<file path="src/rtl/bk_adder_pkg.sv">
// -----------------------------------------------------------------------------
// bk_adder_pkg
// Shared definitions for the Brent-Kung prefix adder.
//   BK_N    : default operand width
//   tgp_t   : (group generate, group propagate) pair carried through the tree
//   bk_log2 : constant log2 used to size the prefix-tree generate loops
// -----------------------------------------------------------------------------
package bk_adder_pkg;

    localparam int BK_N = 32;

    typedef struct packed {
        logic g;
        logic p;
    } tgp_t;

    // Smallest r with 2^r >= n; exact log2 for the power-of-two widths used here.
    function automatic int bk_log2(input int n);
        int r;
        r = 0;
        for (int i = 0; i < 8; i++) begin
            if ((1 << i) < n) begin
                r = i + 1;
            end
        end
        return r;
    endfunction

endpackage

</file>
<file path="src/rtl/bk_adder_prefix_cell.sv">
// -----------------------------------------------------------------------------
// bk_prefix_cell
// Black cell of the prefix tree: (G,P) o (G',P') = (G | P&G', P&P').
// Ports:
//   i_hi : (G,P) of the more significant span
//   i_lo : (G',P') of the adjacent less significant span
//   o_gp : combined (G,P) covering both spans
// -----------------------------------------------------------------------------
module bk_prefix_cell
    import bk_adder_pkg::*;
(
    input  tgp_t i_hi,
    input  tgp_t i_lo,
    output tgp_t o_gp
);

    assign o_gp.g = i_hi.g | (i_hi.p & i_lo.g);
    assign o_gp.p = i_hi.p & i_lo.p;

endmodule

</file>
<file path="src/rtl/bk_adder.sv">
// -----------------------------------------------------------------------------
// bk_adder
// Brent-Kung parallel-prefix adder, {Cout, Y} = A + B + Cin, registered output.
// Ports:
//   clk   : clock, rising edge
//   rst_n : asynchronous active-low reset; clears Y and Cout immediately
//   A, B  : N-bit addends
//   Cin   : carry-in (weight 2^0)
//   Y     : N-bit registered sum
//   Cout  : registered carry out of bit N-1
// Parameter N: power of two, 2..64 (elaboration error otherwise).
// Build option BK_ADDER_INREG_EN: when defined, A/B/Cin are also registered
// (reset to 0) giving 2-cycle latency; otherwise latency is 1 cycle.
// -----------------------------------------------------------------------------
module bk_adder
    import bk_adder_pkg::*;
#(
    parameter int N = BK_N
) (
    input  logic         clk,
    input  logic         rst_n,
    input  logic [N-1:0] A,
    input  logic [N-1:0] B,
    input  logic         Cin,
    output logic [N-1:0] Y,
    output logic         Cout
);

    localparam int L = bk_log2(N);

    if ((N < 2) || (N > 64) || ((1 << L) != N)) begin : g_bad_width
        $error("bk_adder: N must be a power of two between 2 and 64");
    end

    // ------------------------------------------------------------------
    // Operand source: optional input register stage
    // ------------------------------------------------------------------
    logic [N-1:0] w_a;
    logic [N-1:0] w_b;
    logic         w_cin;

`ifdef BK_ADDER_INREG_EN
    logic [N-1:0] r_a;
    logic [N-1:0] r_b;
    logic         r_cin;

    always_ff @(posedge clk or negedge rst_n) begin
        if (!rst_n) begin
            r_a   <= '0;
            r_b   <= '0;
            r_cin <= 1'b0;
        end else begin
            r_a   <= A;
            r_b   <= B;
            r_cin <= Cin;
        end
    end

    assign w_a   = r_a;
    assign w_b   = r_b;
    assign w_cin = r_cin;
`else
    assign w_a   = A;
    assign w_b   = B;
    assign w_cin = Cin;
`endif

    // ------------------------------------------------------------------
    // Prefix tree. Stage 0 is the bitwise (g,p); stages 1..L are the
    // up-sweep, stages L+1..2L-1 the down-sweep. After the last stage
    // every bit i holds the group generate over [i:-1], i.e. carry C_i.
    // Nodes not combined at a level pass their pair straight through so
    // every node is driven at every stage.
    // ------------------------------------------------------------------
    for (genvar s = 0; s < 2 * L; s++) begin : g_stage
        logic [N-1:0] w_g;
        logic [N-1:0] w_p;

        if (s == 0) begin : g_pre
            logic [N-1:0] w_g_raw;
            assign w_g_raw = w_a & w_b;
            assign w_p     = w_a ^ w_b;
            // Cin is a generate at bit -1, folded into node 0.
            if (N > 1) begin : g_upper
                assign w_g[N-1:1] = w_g_raw[N-1:1];
            end
            assign w_g[0] = w_g_raw[0] | (w_p[0] & w_cin);
        end else begin : g_lvl
            for (genvar i = 0; i < N; i++) begin : g_bit
                localparam bit UP   = (s <= L);
                // Up-sweep stage s works on span 2^(s-1); down-sweep stage
                // s works on span 2^(2L-1-s), finest span last.
                localparam int K    = UP ? (s - 1) : (2 * L - 1 - s);
                localparam int SPAN = 1 << K;
                localparam bit ACT  = UP ?
                    (((i + 1) % (2 * SPAN)) == 0) :
                    ((((i + 1) % (2 * SPAN)) == SPAN) && ((i + 1) > 2 * SPAN));

                if (ACT) begin : g_cell
                    tgp_t w_hi;
                    tgp_t w_lo;
                    tgp_t w_out;

                    assign w_hi = '{g: g_stage[s-1].w_g[i],      p: g_stage[s-1].w_p[i]};
                    assign w_lo = '{g: g_stage[s-1].w_g[i-SPAN], p: g_stage[s-1].w_p[i-SPAN]};

                    bk_prefix_cell u_cell (
                        .i_hi (w_hi),
                        .i_lo (w_lo),
                        .o_gp (w_out)
                    );

                    assign w_g[i] = w_out.g;
                    assign w_p[i] = w_out.p;
                end else begin : g_pass
                    assign w_g[i] = g_stage[s-1].w_g[i];
                    assign w_p[i] = g_stage[s-1].w_p[i];
                end
            end
        end
    end

    // ------------------------------------------------------------------
    // Sum: Y_0 = p_0 ^ Cin, Y_i = p_i ^ C_(i-1); Cout = C_(N-1)
    // ------------------------------------------------------------------
    logic [N-1:0] w_c;
    logic [N-1:0] w_p0;
    logic [N-1:0] w_carry_in;
    logic [N-1:0] w_sum;
    logic         w_unused_p;

    assign w_c        = g_stage[2*L-1].w_g;
    assign w_p0       = w_a ^ w_b;
    assign w_carry_in = {w_c[N-2:0], w_cin};
    assign w_sum      = w_p0 ^ w_carry_in;

    // Final group-propagate values have no consumer.
    assign w_unused_p = ^g_stage[2*L-1].w_p;

    logic [N-1:0] r_y;
    logic         r_cout;

    always_ff @(posedge clk or negedge rst_n) begin
        if (!rst_n) begin
            r_y    <= '0;
            r_cout <= 1'b0;
        end else begin
            r_y    <= w_sum;
            r_cout <= w_c[N-1];
        end
    end

    assign Y    = r_y;
    assign Cout = r_cout;

endmodule

</file>
<file path="config.mk">
export PLATFORM = sky130hd
export DESIGN_NAME = bk_adder
export DESIGN_NICKNAME = d
export VERILOG_FILES = /design/src/rtl/bk_adder_pkg.sv /design/src/rtl/bk_adder_prefix_cell.sv /design/src/rtl/bk_adder.sv
export SDC_FILE = /design/constraint.sdc
export NUM_CORES = 1
export LEC_CHECK = 0
export BUFFER_PORTS_ARGS = -buffer_cell sky130_fd_sc_hd__clkbuf_2
export CAP_MARGIN = 20
export CORE_UTILIZATION = 35
export DETAILED_ROUTE_END_ITERATION = 7
export PLACE_DENSITY = 0.6
export SETUP_SLACK_MARGIN = 0.3
export SLEW_MARGIN = 20
export SYNTH_ARGS = -nofsm -noshare
export SYNTH_HDL_FRONTEND = slang
export SYNTH_SLANG_ARGS = --single-unit
</file>
<file path="constraint.sdc">
create_clock -name clk -period 0.8 [get_ports clk]
set_input_delay 0.04 -clock clk [delete_from_list [all_inputs] [get_ports clk]]
set_output_delay 0.04 -clock clk [all_outputs]
set_load 0.005 [all_outputs]
</file>
==> results.json <==
{
  "outcome": "finished, violations left",
  "violations": "setup timing",
  "cts_buffers": 5,
  "die_y_um": 81.0,
  "vdd_drop_max_mv": 0.661,
  "htreeDepth": 2,
  "synth_area_leaders": "dfrtp_1, ha_1, fa_1",
  "crit_path_cell_trace": "clkbuf_16, inv_12, fa_2, inv_2, fa_2, a211oi_2, o21ai_2, o2111ai_4, buf_4, and2_4, o21a_4, o21ai_2, fa_2, xor2_1",
  "crit_arrival_ns": 2.35,
  "clock_path_buffers": 2,
  "whs_ns": 0.0503,
  "grt_pass1_vias": 1799,
  "gr-total-overflow": 0,
  "antennaDiodeCount": 0,
  "tritoncts": "done",
  "final-setup-viol-count": 46,
  "grt_pass1_wl_mm": 7.75,
  "synthCells": 185,
  "fin_nets": 463,
  "fin_cells": 425,
  "vias": 1895,
  "cap_violations": 0,
  "p_leak_nw": 1.84,
  "layout-drive-gt1-share_pct": 59.7,
  "viasPerCell": 4.46,
  "path_max_fanout": 2,
  "ys_seq_area_share_pct": 37.8,
  "synthToLayoutAreaGrowth_pct": 59.2,
  "cp-end-kind": "register",
  "synth_top_cell_by_area": "dfrtp_1",
  "firstDrtPassIters": 4,
  "drcViolationCount": 0,
  "cts.clk_slew.worst_paths_ns": 0.08,
  "worst-path-buf-inv": 4,
  "grt_max_degree": 34,
  "cp_slowest_cell": "fa_2",
  "rsz0062_at_grt": "true",
  "wl_mm": 4.92,
  "place_inst": 410,
  "synth_nets": 299,
  "finalWorstSetupSlack_ns": -1.38,
  "tightest_slew_ns": 0.497,
  "core_area_um2": 5960,
  "rows": 28,
  "crit_family": "adder cells",
  "syn_area_per_cell_um2": 11.8,
  "cts_root_buf": "clkbuf_8",
  "hpwl_mm": 4.15,
  "synth_top_area_share_pct": 37.8,
  "cts_sinks": 33,
  "pre_cts_slack_ns": -1.81,
  "avgRoutedWirePerCell_um": 11.6,
  "required_ns": 0.97,
  "initial_utilization_pct": 36.7,
  "p_per_area_nw_per_um2": 1550,
  "max_stage_delay_ns": 0.37,
  "synth_cell_types": 32,
  "drv_slew": 0,
  "cpMostUsedCell": "fa_2",
  "finalWeightedCongestion": 0.849,
  "crit_type": "in2reg",
  "finalHoldViolations": 0,
  "fin_crit_ns": 2.18,
  "drt-initial-drc-count": 48,
  "track_usage_pct": 15.8,
  "netlist_area_um2": 2190,
  "drt.antenna.violating_nets": 0,
  "hp-class": "in2reg",
  "total_power_mw": 5.41,
  "dieArea_um2": 6570,
  "pin_count": 100,
  "io_buffer_count": 99,
  "antenna_found_initial": 0,
  "period_share_pct": 272,
  "die_x_um": 81.0,
  "yosys_warnings": 0,
  "cp-start-kind": "input pin",
  "max_freq_ghz": 0.459,
  "slew-limit-headroom_pct": 66.9,
  "synth-seq-cells": 33
}
[stage by stage]
| stage | instance area (um2) | utilization, % | setup TNS, ns |
|---|---|---|---|
| 5_1_grt | 3480 | 58.4 | -40.58 |
| 2_1_floorplan | 2240 | - | -35.92 |
| 3_3_place_gp | 3230 | 54.2 | -46.60 |
| 4_1_cts | 3420 | 57.5 | -36.73 |
| 3_5_place_dp | 3230 | 54.2 | -47.88 |
| 6_report | 3480 | 58.4 | -36.86 |
[cells in the final DEF (no fill, tap or decap), types with 6 or more instances in the layout]
cell / count
dfrtp_1: 33
nand2_1: 10
ha_1: 30
clkbuf_2: 98
fa_2: 17
inv_1: 18
inv_2: 8
a21oi_1: 12
o21ai_2: 6
buf_4: 52
xor2_1: 10
[power by group]
part | internal (mW) | switching (mW) | leakage, nW
combinational | 1.12 | 0.933 | 1.42
clock | 0.600 | 0.639 | 0.0439
sequential | 2.02 | 0.101 | 0.385
[path summary, 6_finish.rpt]
kind	start	end	slack, ns	depth (start not counted)
max	A[0]	Y[15]$_DFF_PN0_	-1.38	14
min	B[1]	Y[1]$_DFF_PN0_	0.05	2
max in group asynchronous	rst_n	Y[23]$_DFF_PN0_	0.37	3
min in group asynchronous	rst_n	Y[30]$_DFF_PN0_	0.24	3
[Yosys cell counts, drive strengths merged]
cell type and count:
a21o 5, nand2 10, dfrtp 33, o2111ai 1, inv 28, nand2b 1
and4 1, nor2 1, o21a 1, a211o 1, or3 1, a21boi 1
a31oi 1, ha 30, o22ai 1, and2 1, nor3 1, nand4 4
o21bai 3, o31ai 1, o211ai 1, xnor2 5, a211oi 1, fa 17
a221oi 1, o21ai 11, a21oi 13, xor2 10
[state kept, by name (all words and copies together), names as in the netlist]
register  count
Y            32
Cout          1
[repair_timing]
action	4_1_cts	5_1_grt
hold buffers	1	0
hold endpoints to repair	33	0
setup buffers	3	3
setup endpoints to repair	66	66
pin swaps	19	6
resized for setup	18	8
[cell type report]
type,instances,area (um2)
fillers,546,2470
multi-input cells,124,1370
repair buffers,157,981
flip-flops and latches,33,826
inverters,28,123
well taps,75,93.8
clock buffers,5,68.8
clock inverters,3,17.5
[metal layers]
layer	routed length, um	global-route usage, %	vias to the layer above
met5	0	0	-
met4	73	5.89	0
met3	232	2.92	5
met2	2600	28.2	56
met1	2010	18.8	878
li1	-	-	956
[cell families (layout without fill, tap and decap cells)]
kind of cell	count (synthesis)	in the layout	share of synthesized area, %
compound gates	42	42	14.0
xor+xnor	15	15	6.01
fa+ha+maj	47	47	32.7
buf+inv	28	193	4.81
flops	33	33	37.8
simple gates	20	20	4.64
No activity file was read; power rests on OpenSTA's default activity.
